## src/rtl/seq_subtractor.sv

```systemverilog
// Bit-serial subtractor: captures a, b and borrow-in, then resolves one
// difference bit per clock (LSB first) and presents d/bout with a
// valid/ready handshake. The result registers only change when a new
// difference is complete, so d/bout are stable between results.
module seq_subtractor #(
  parameter int N = 8
) (
  input  logic         clk,
  input  logic         rst,
  input  logic         in_valid,
  output logic         in_ready,
  input  logic [N-1:0] a,
  input  logic [N-1:0] b,
  input  logic         bin,
  output logic         out_valid,
  input  logic         out_ready,
  output logic [N-1:0] d,
  output logic         bout,
  output logic         busy
);

  // Counter must be able to represent N-1; sized as ceil(log2(N+1)).
  localparam int CW = $clog2(N + 1);
  localparam logic [CW-1:0] LAST_BIT = CW'(N - 1);
  localparam logic [CW-1:0] CNT_ONE  = CW'(1);

  typedef enum logic [1:0] {
    IDLE = 2'd0,
    RUN  = 2'd1,
    DONE = 2'd2
  } state_t;

  state_t        state_r;
  state_t        state_nxt_s;
  logic [N-1:0]  a_sh_r;
  logic [N-1:0]  b_sh_r;
  logic          br_r;
  logic [CW-1:0] cnt_r;
  logic [N-1:0]  res_r;
  logic [N-1:0]  d_r;
  logic          bout_r;

  logic          a_bit_s;
  logic          b_bit_s;
  logic          diff_s;
  logic          br_nxt_s;
  logic [N-1:0]  res_nxt_s;

  // State register.
  always_ff @(posedge clk or posedge rst) begin
    if (rst) begin
      state_r <= IDLE;
    end else begin
      state_r <= state_nxt_s;
    end
  end

  // Next-state logic; operands are only looked at in IDLE, out_ready only in DONE.
  always_comb begin
    state_nxt_s = state_r;
    case (state_r)
      IDLE: begin
        if (in_valid) begin
          state_nxt_s = RUN;
        end else begin
          state_nxt_s = IDLE;
        end
      end
      RUN: begin
        if (cnt_r == LAST_BIT) begin
          state_nxt_s = DONE;
        end else begin
          state_nxt_s = RUN;
        end
      end
      DONE: begin
        if (out_ready) begin
          state_nxt_s = IDLE;
        end else begin
          state_nxt_s = DONE;
        end
      end
      default: begin
        state_nxt_s = IDLE;
      end
    endcase
  end

  // One full-subtractor bit slice; the new diff bit enters the result at the MSB.
  always_comb begin
    a_bit_s   = a_sh_r[0];
    b_bit_s   = b_sh_r[0];
    diff_s    = a_bit_s ^ b_bit_s ^ br_r;
    br_nxt_s  = (~a_bit_s & b_bit_s) | (~(a_bit_s ^ b_bit_s) & br_r);
    res_nxt_s = res_r >> 1'b1;
    res_nxt_s[N-1] = diff_s;
  end

  // Operand capture, bit-serial datapath and result latching.
  always_ff @(posedge clk or posedge rst) begin
    if (rst) begin
      a_sh_r <= '0;
      b_sh_r <= '0;
      br_r   <= 1'b0;
      cnt_r  <= '0;
      res_r  <= '0;
      d_r    <= '0;
      bout_r <= 1'b0;
    end else begin
      case (state_r)
        IDLE: begin
          if (in_valid) begin
            a_sh_r <= a;
            b_sh_r <= b;
            br_r   <= bin;
            cnt_r  <= '0;
            res_r  <= '0;
          end
        end
        RUN: begin
          a_sh_r <= a_sh_r >> 1'b1;
          b_sh_r <= b_sh_r >> 1'b1;
          br_r   <= br_nxt_s;
          res_r  <= res_nxt_s;
          if (cnt_r == LAST_BIT) begin
            // Final bit: publish the completed difference and borrow.
            d_r    <= res_nxt_s;
            bout_r <= br_nxt_s;
          end else begin
            cnt_r <= cnt_r + CNT_ONE;
          end
        end
        DONE: begin
          // Hold everything while the result waits to be consumed.
        end
        default: begin
        end
      endcase
    end
  end

  // Status outputs are straight decodes of the state register.
  assign in_ready  = (state_r == IDLE);
  assign busy      = (state_r == RUN);
  assign out_valid = (state_r == DONE);
  assign d         = d_r;
  assign bout      = bout_r;

endmodule

```

## config.mk

```make
export PLATFORM = sky130hd
export DESIGN_NAME = seq_subtractor
export DESIGN_NICKNAME = d
export VERILOG_FILES = /design/src/rtl/seq_subtractor.sv
export SDC_FILE = /design/constraint.sdc
export NUM_CORES = 1
export LEC_CHECK = 0
export CAP_MARGIN = 20
export CORE_UTILIZATION = 30
export CTS_CLUSTER_DIAMETER = 40
export CTS_CLUSTER_SIZE = 24
export DETAILED_ROUTE_END_ITERATION = 8
export GPL_TIMING_DRIVEN = 0
export SLEW_MARGIN = 25
export SYNTH_ARGS = -nofsm -noshare
export SYNTH_HDL_FRONTEND = slang
export SYNTH_SLANG_ARGS = --single-unit
```

## constraint.sdc

```tcl
create_clock -name clk -period 3.35 [get_ports clk]
set_input_delay 0.335 -clock clk [delete_from_list [all_inputs] [get_ports clk]]
set_output_delay 0.335 -clock clk [all_outputs]
set_load 0.01 [all_outputs]
```

==> impl_metrics.csv, run 1 <==
group,metric,value,unit
outcome,status,"finished, final reports clean",
setup_path,required,3.01,ns
grt,grt_util_met3,3.33,%
setup_path,timing.critical_path.from_type,"flop",
synth,synth.ff_latch_count,39,
synth,synth_fp_nets,182,
cts,holdBufCountCts,0,
grt,first_global_vias,1315,
placement,io_buffer_count,31,
timing,fin_setup_tns,0,ns
route,drc_errors,0,
layout,layout_fillers,576,
cts,htreeDepth,2,
run,drv_cap,0,
synth,synth.area.top_cells,"dfrtp_1 (55%), and3b_1 (7.4%), mux2_4 (6.7%), a21oi_1 (5.9%), a22o_1 (3.4%)",
route,wirelength_routed,3620,µm
placement,dpl.hpwl,2580,µm
grt,grt_util_met1,20.0,%
synth,yosys_warnings,0,
floorplanning,num_rows,27,
grt,maximum_number_of_pins_on_one_net_before_global_route_repair,22,
setup_path,crit_type,"reg2out",
timing,tightest_slew,0.452,ns
route,routed-via-count,1293,
cts,cts_inserted_buffers,5,
min_path,hold_class,"in2async",
cts,clock_tree_from_tritoncts,"yes",
timing,achievable-frequency,474,MHz
timing,report.final.slew_viol_count,0,
layout,finalInstanceArea,0.00233,mm²
synth,number_of_instances_in_the_synthesized_netlist,159,
floorplanning,dieHeight,79.1,µm
synth,ys_seq_area_share,54.7,%
placement,globalplace.congestion,0.740,
layout,layout.nets,221,
timing,finalClockSkew,0.00813,ns
timing,worst_slack,1.24,ns
timing,min_tclk_post_route,2.11,ns
setup_path,worst_setup_path_end_kind,"output pin",
cts,worst_setup_hold_path_clk_slew,0.08,ns
timing,finalCritPeriodShare,62.9,%
floorplanning,core_region_area,0.00561,mm²
floorplanning,floorplan.initialDensity,31.8,%
timing,setup_failing_eps_final,0,
grt,grt.met2_usage,18.9,%
layout,area.sequential,976,µm²
floorplanning,pin_count,33,
timing,finalHoldViolCount,0,
cts,insertion_delay,0.29,ns
setup_path,worstPathArrival,1.77,ns
route,firstDrtPassIters,4,
cts,cts-root-to-sink-buffers,2,
cts,cts_num_sinks,39,
synth,synth_area_leader_cell,"dfrtp_1",
cts,cts_post_setup_buffers_inserted,0,
grt,gr-total-overflow,0,
floorplanning,die_w,79.1,µm
route,postRouteAntennaNets,0,
grt,grt_use_total,13.6,%
layout,antenna_cells,0,
timing,worst_slew_margin,69.8,%
cts,root_buffer,"clkbuf_8",
route,average_routed_wire_per_standard_cell,13.3,µm
grt,grt_first_pass_wirelength,6500,µm
power_and_ir_drop,pwr_density_cell,836,mW/mm²
placement,setup_slack_at_placement,1.54,ns
timing,timing.hold.ws,0.369,ns
cts,cts_resized,0,
synth,top_cell_type_s_share_of_synthesized_area,54.7,%
layout,multi_input_area,723,µm²
grt,globalRoute.busiestLayer,"met1",
synth,synth.distinct_cells,30,
synth,post_synth.cell_area_avg,11.2,µm²
layout,share_of_post_route_cells_with_drive_strength_above_1,15.1,%
floorplanning,die_area,0.00626,mm²
power_and_ir_drop,power.leakage,0.00110,µW
grt,antenna_violations_before_repair,0,
power_and_ir_drop,vdd_ir_drop_max,0.000297,V
timing,grt_setup_unrepaired,"no",
route,vias_per_cell,4.77,
synth,post_synth_design_cell_area,0.00179,mm²
setup_path,critical_path.max_fanout,10,
route,detail_route.iter0.violations,108,
layout,areaGrowthSynthToFinish,30.3,%
placement,post_dp_area,0.00221,mm²
==> worst max-delay path, cell delays in order, from the launching register on <==
cell and delay [ns]:
dfrtp_1 0.37, buf_4 0.16, clkbuf_1 0.20, nor2b_1 0.19
clkdlybuf4s50_1 0.56
==> cell type report <==
class | count | area share, %
Buffer | 12 | 2.90
Clock buffer | 5 | 2.96
Clock inverter | 3 | 1.88
Inverter | 5 | 0.807
Multi-Input combinational cell | 103 | 31.1
Sequential cell | 39 | 42.0
Tap cell | 72 | 3.87
Timing Repair Buffer | 32 | 14.5
==> flip-flops by register name, summed over array words and instances (netlist names) <==
register,cells
a_sh_r,8
state_r,2
d,8
res_r,7
b_sh_r,8
bout,1
br_r,1
cnt_r,4
==> kinds of logic (layout without fill, tap and decap cells) <==
family                   count (synthesis)  after routing  synth area share (%)
AO/OA/AOI/OAI                           49             49                  16.5
adder cells (fa/ha/maj)                  2              2                  1.82
multiplexers                             9              9                  7.29
AND/OR/NAND/NOR                         43             43                  14.9
buffers and inverters                   17             57                  4.84
flip-flops                              39             39                  54.7
==> layout by cell type (no fill, tap or decap), types with 2 or more instances in the layout <==
| cell | count |
|---|---|
| a21oi_1 | 21 |
| a22o_1 | 7 |
| a32o_1 | 2 |
| and3b_1 | 15 |
| buf_2 | 6 |
| buf_4 | 2 |
| clkbuf_1 | 3 |
| clkbuf_8 | 5 |
| clkdlybuf4s50_1 | 31 |
| dfrtp_1 | 39 |
| inv_1 | 4 |
| mux2_4 | 8 |
| nand2_1 | 16 |
| nand3_1 | 2 |
| nor2_1 | 2 |
| nor2b_1 | 2 |
| o21ai_0 | 12 |
| o21ai_1 | 3 |
==> routing by layer <==
layer  wire (µm)  vias up
met1        1850      623
met5           0        -
met3         148        4
met4          42        0
li1            -      639
met2        1580       27
==> power by group <==
| part | switching (µW) | internal [µW] |
|---|---|---|
| clock | 173 | 222 |
| combinational | 353 | 412 |
| sequential | 121 | 664 |
| total | 647 | 1300 |
==> synthesized netlist by cell type, drive strengths merged <==
| master | count |
|---|---|
| dfrtp | 39 |
| a21oi | 21 |
| nand2 | 16 |
| and3b | 15 |
| o21ai | 15 |
| buf | 9 |
| mux2 | 8 |
| a22o | 7 |
| inv | 5 |
| clkbuf | 3 |
| a32o | 2 |
| and2 | 2 |
| nand3 | 2 |
| nor2 | 2 |
| nor2b | 2 |
| a21o | 1 |
| a22oi | 1 |
| fa | 1 |
| ha | 1 |
| mux2i | 1 |
| nand2b | 1 |
| nand3b | 1 |
| nand4 | 1 |
| o21bai | 1 |
| o31ai | 1 |
| or3b | 1 |
==> final timing paths <==
check                                       from  slack, ns                     to  cells past startpoint
setup / recovery            state_r[0]$_DFF_PP0_       1.24              out_valid                      4
hold / removal                               rst       0.37   res_r[1]$_DFFE_PP0P_                      2
setup reg to reg            cnt_r[0]$_DFFE_PP0P_       1.80       d[5]$_DFFE_PP0P_                      5
hold reg to reg            b_sh_r[0]$_DFFE_PP0P_       0.49  b_sh_r[0]$_DFFE_PP0P_                      2
max in group asynchronous                    rst       2.52   cnt_r[1]$_DFFE_PP0P_                      3
min in group clk                        in_valid       0.48   cnt_r[2]$_DFFE_PP0P_                      4
==> stage by stage <==
stage,utilization [%],total power (µW),cells
2_1_floorplan,-,1290,159
3_3_place_gp,39.0,1550,262
3_5_place_dp,39.5,1570,263
4_1_cts,41.5,1970,271
5_1_grt,41.5,2110,271
6_report,41.5,1940,271
No activity file was read; power rests on OpenSTA's default activity.
==> run 2, diff against run 1 <==
==> constraint.sdc (replaced) <==
create_clock -name clk -period 1.7 [get_ports clk]
set_input_delay 0.17 -clock clk [delete_from_list [all_inputs] [get_ports clk]]
set_output_delay 0.17 -clock clk [all_outputs]
set_load 0.01 [all_outputs]
==> impl_metrics.csv, run 2 (same netlist as run 1, synthesis figures left out) <==
group,metric,value,unit
outcome,status,"finished, final reports clean",
grt,maximum_number_of_pins_on_one_net_before_global_route_repair,22,
route,vias_per_cell,4.83,
grt,antenna_violations_before_repair,0,
layout,antenna_cells,0,
cts,cts_inserted_buffers,5,
placement,dpl.hpwl,2580,µm
power_and_ir_drop,pwr_density_cell,1650,mW/mm²
route,wirelength_routed,3650,µm
floorplanning,dieHeight,79.1,µm
route,firstDrtPassIters,4,
timing,finalHoldViolCount,0,
layout,areaGrowthSynthToFinish,31.2,%
setup_path,critical_path.max_fanout,10,
timing,worst_slew_margin,70.1,%
layout,final_core_utilization,41.8,%
setup_path,worstPathArrival,1.45,ns
timing,tightest_slew,0.447,ns
cts,holdBufCountCts,0,
floorplanning,floorplan.initialDensity,31.8,%
route,detail_route.iter0.violations,106,
power_and_ir_drop,vdd_ir_drop_max,0.000588,V
layout,layout.nets,221,
setup_path,timing.critical_path.from_type,"flop",
timing,achievable-frequency,617,MHz
floorplanning,core_region_area,0.00561,mm²
floorplanning,pin_count,33,
floorplanning,die_area,0.00626,mm²
route,postRouteAntennaNets,0,
timing,report.final.slew_viol_count,0,
grt,first_global_vias,1315,
min_path,hold_class,"in2async",
grt,gr-total-overflow,0,
cts,cts_post_setup_buffers_inserted,0,
layout,share_of_post_route_cells_with_drive_strength_above_1,17.1,%
cts,clock_tree_from_tritoncts,"yes",
cts,cts_num_sinks,39,
setup_path,required,1.53,ns
run,drv_cap,0,
timing,finalCritPeriodShare,95.4,%
timing,grt_setup_unrepaired,"no",
timing,fin_setup_tns,0,ns
setup_path,crit_type,"reg2out",
timing,finalClockSkew,0.00792,ns
layout,final_cell_mix,"dfrtp_1 (39), clkdlybuf4s50_1 (28), a21oi_1 (21)",
layout,layout.cells.most_common,"dfrtp_1",
cts,worst_setup_hold_path_clk_slew,0.08,ns
route,drc_errors,0,
setup_path,worst_setup_path_end_kind,"output pin",
grt,grt_use_total,13.6,%
timing,min_tclk_post_route,1.62,ns
timing,setup_failing_eps_final,0,
placement,io_buffer_count,31,
grt,grt_first_pass_wirelength,6500,µm
cts,htreeDepth,2,
placement,globalplace.congestion,0.740,
cts,root_buffer,"clkbuf_8",
route,routed-via-count,1308,
cts,cts-root-to-sink-buffers,2,
route,average_routed_wire_per_standard_cell,13.5,µm
power_and_ir_drop,power.leakage,0.00112,µW
floorplanning,die_w,79.1,µm
floorplanning,num_rows,27,
cts,insertion_delay,0.29,ns
[run 2: stage by stage]
step           area (µm²)  hold slack (ns)  setup WS (ns)  total power [µW]  instances
2_1_floorplan        1790            0.325          0.221              2540        159
3_3_place_gp         2190            0.462         -0.250              3060        262
3_5_place_dp         2210            0.474         0.0567              3100        263
4_1_cts              2340            0.211         0.0389              3900        271
5_1_grt              2340            0.235        0.00538              4170        271
6_report             2340            0.203         0.0787              3860        271
[run 2: layout make-up]
| class | instances | area [µm²] |
|---|---|---|
| Timing Repair Buffer | 32 | 334 |
| Buffer | 12 | 75.1 |
| Inverter | 5 | 18.8 |
| Fill cell | 579 | 3270 |
| Clock buffer | 5 | 68.8 |
| Tap cell | 72 | 90.1 |
| Clock inverter | 3 | 43.8 |
| Multi-Input combinational cell | 103 | 736 |
| Sequential cell | 39 | 976 |
[run 2: worst paths after layout]
| path | cells past startpoint | slack [ns] | start | to |
|---|---|---|---|---|
| worst max register to register | 5 | 0.15 | cnt_r[0]$_DFFE_PP0P_ | d[0]$_DFFE_PP0P_ |
| worst max-delay path | 4 | 0.08 | state_r[0]$_DFF_PP0_ | in_ready |
| worst min register to register | 2 | 0.49 | b_sh_r[0]$_DFFE_PP0P_ | b_sh_r[0]$_DFFE_PP0P_ |
| min in group clk | 4 | 0.32 | in_valid | cnt_r[2]$_DFFE_PP0P_ |
| worst min-delay path | 2 | 0.20 | rst | res_r[1]$_DFFE_PP0P_ |
| max in group asynchronous | 3 | 1.04 | rst | b_sh_r[6]$_DFFE_PP0P_ |
[run 2: critical path, stage by stage, from the launching register on]
cell	delay, ns
dfrtp_1	0.38
buf_4	0.17
buf_2	0.19
nor2_2	0.15
dlygate4sd2_1	0.28
[run 2: repair_timing]
| action | CTS | global route |
|---|---|---|
| resized for setup | 9 | 2 |
| gates cloned | 0 | 0 |
| endpoints found under the setup margin | 3 | 1 |
[run 2: metal layers]
metal	up-vias	routed length (µm)	global-route usage [%]
met2	39	1610	18.9
met3	2	182	3.33
li1	640	-	-
met5	-	0	0
met1	627	1830	20.0
met4	0	30	5.45
[run 2: power breakdown]
group	internal (µW)	switching, µW
registers	1310	244
clock network	437	339
logic	826	704
==> run 3, diff against run 2 <==
--- a/config.mk
+++ b/config.mk
@@ -11,6 +11,7 @@
 export CTS_CLUSTER_SIZE = 24
 export DETAILED_ROUTE_END_ITERATION = 8
 export GPL_TIMING_DRIVEN = 0
+export HOLD_SLACK_MARGIN = 0.05
 export SLEW_MARGIN = 25
 export SYNTH_ARGS = -nofsm -noshare
 export SYNTH_HDL_FRONTEND = slang
==> results of run 3 <==
No change in the layout: final DEF, timing and power equal those of run 2.
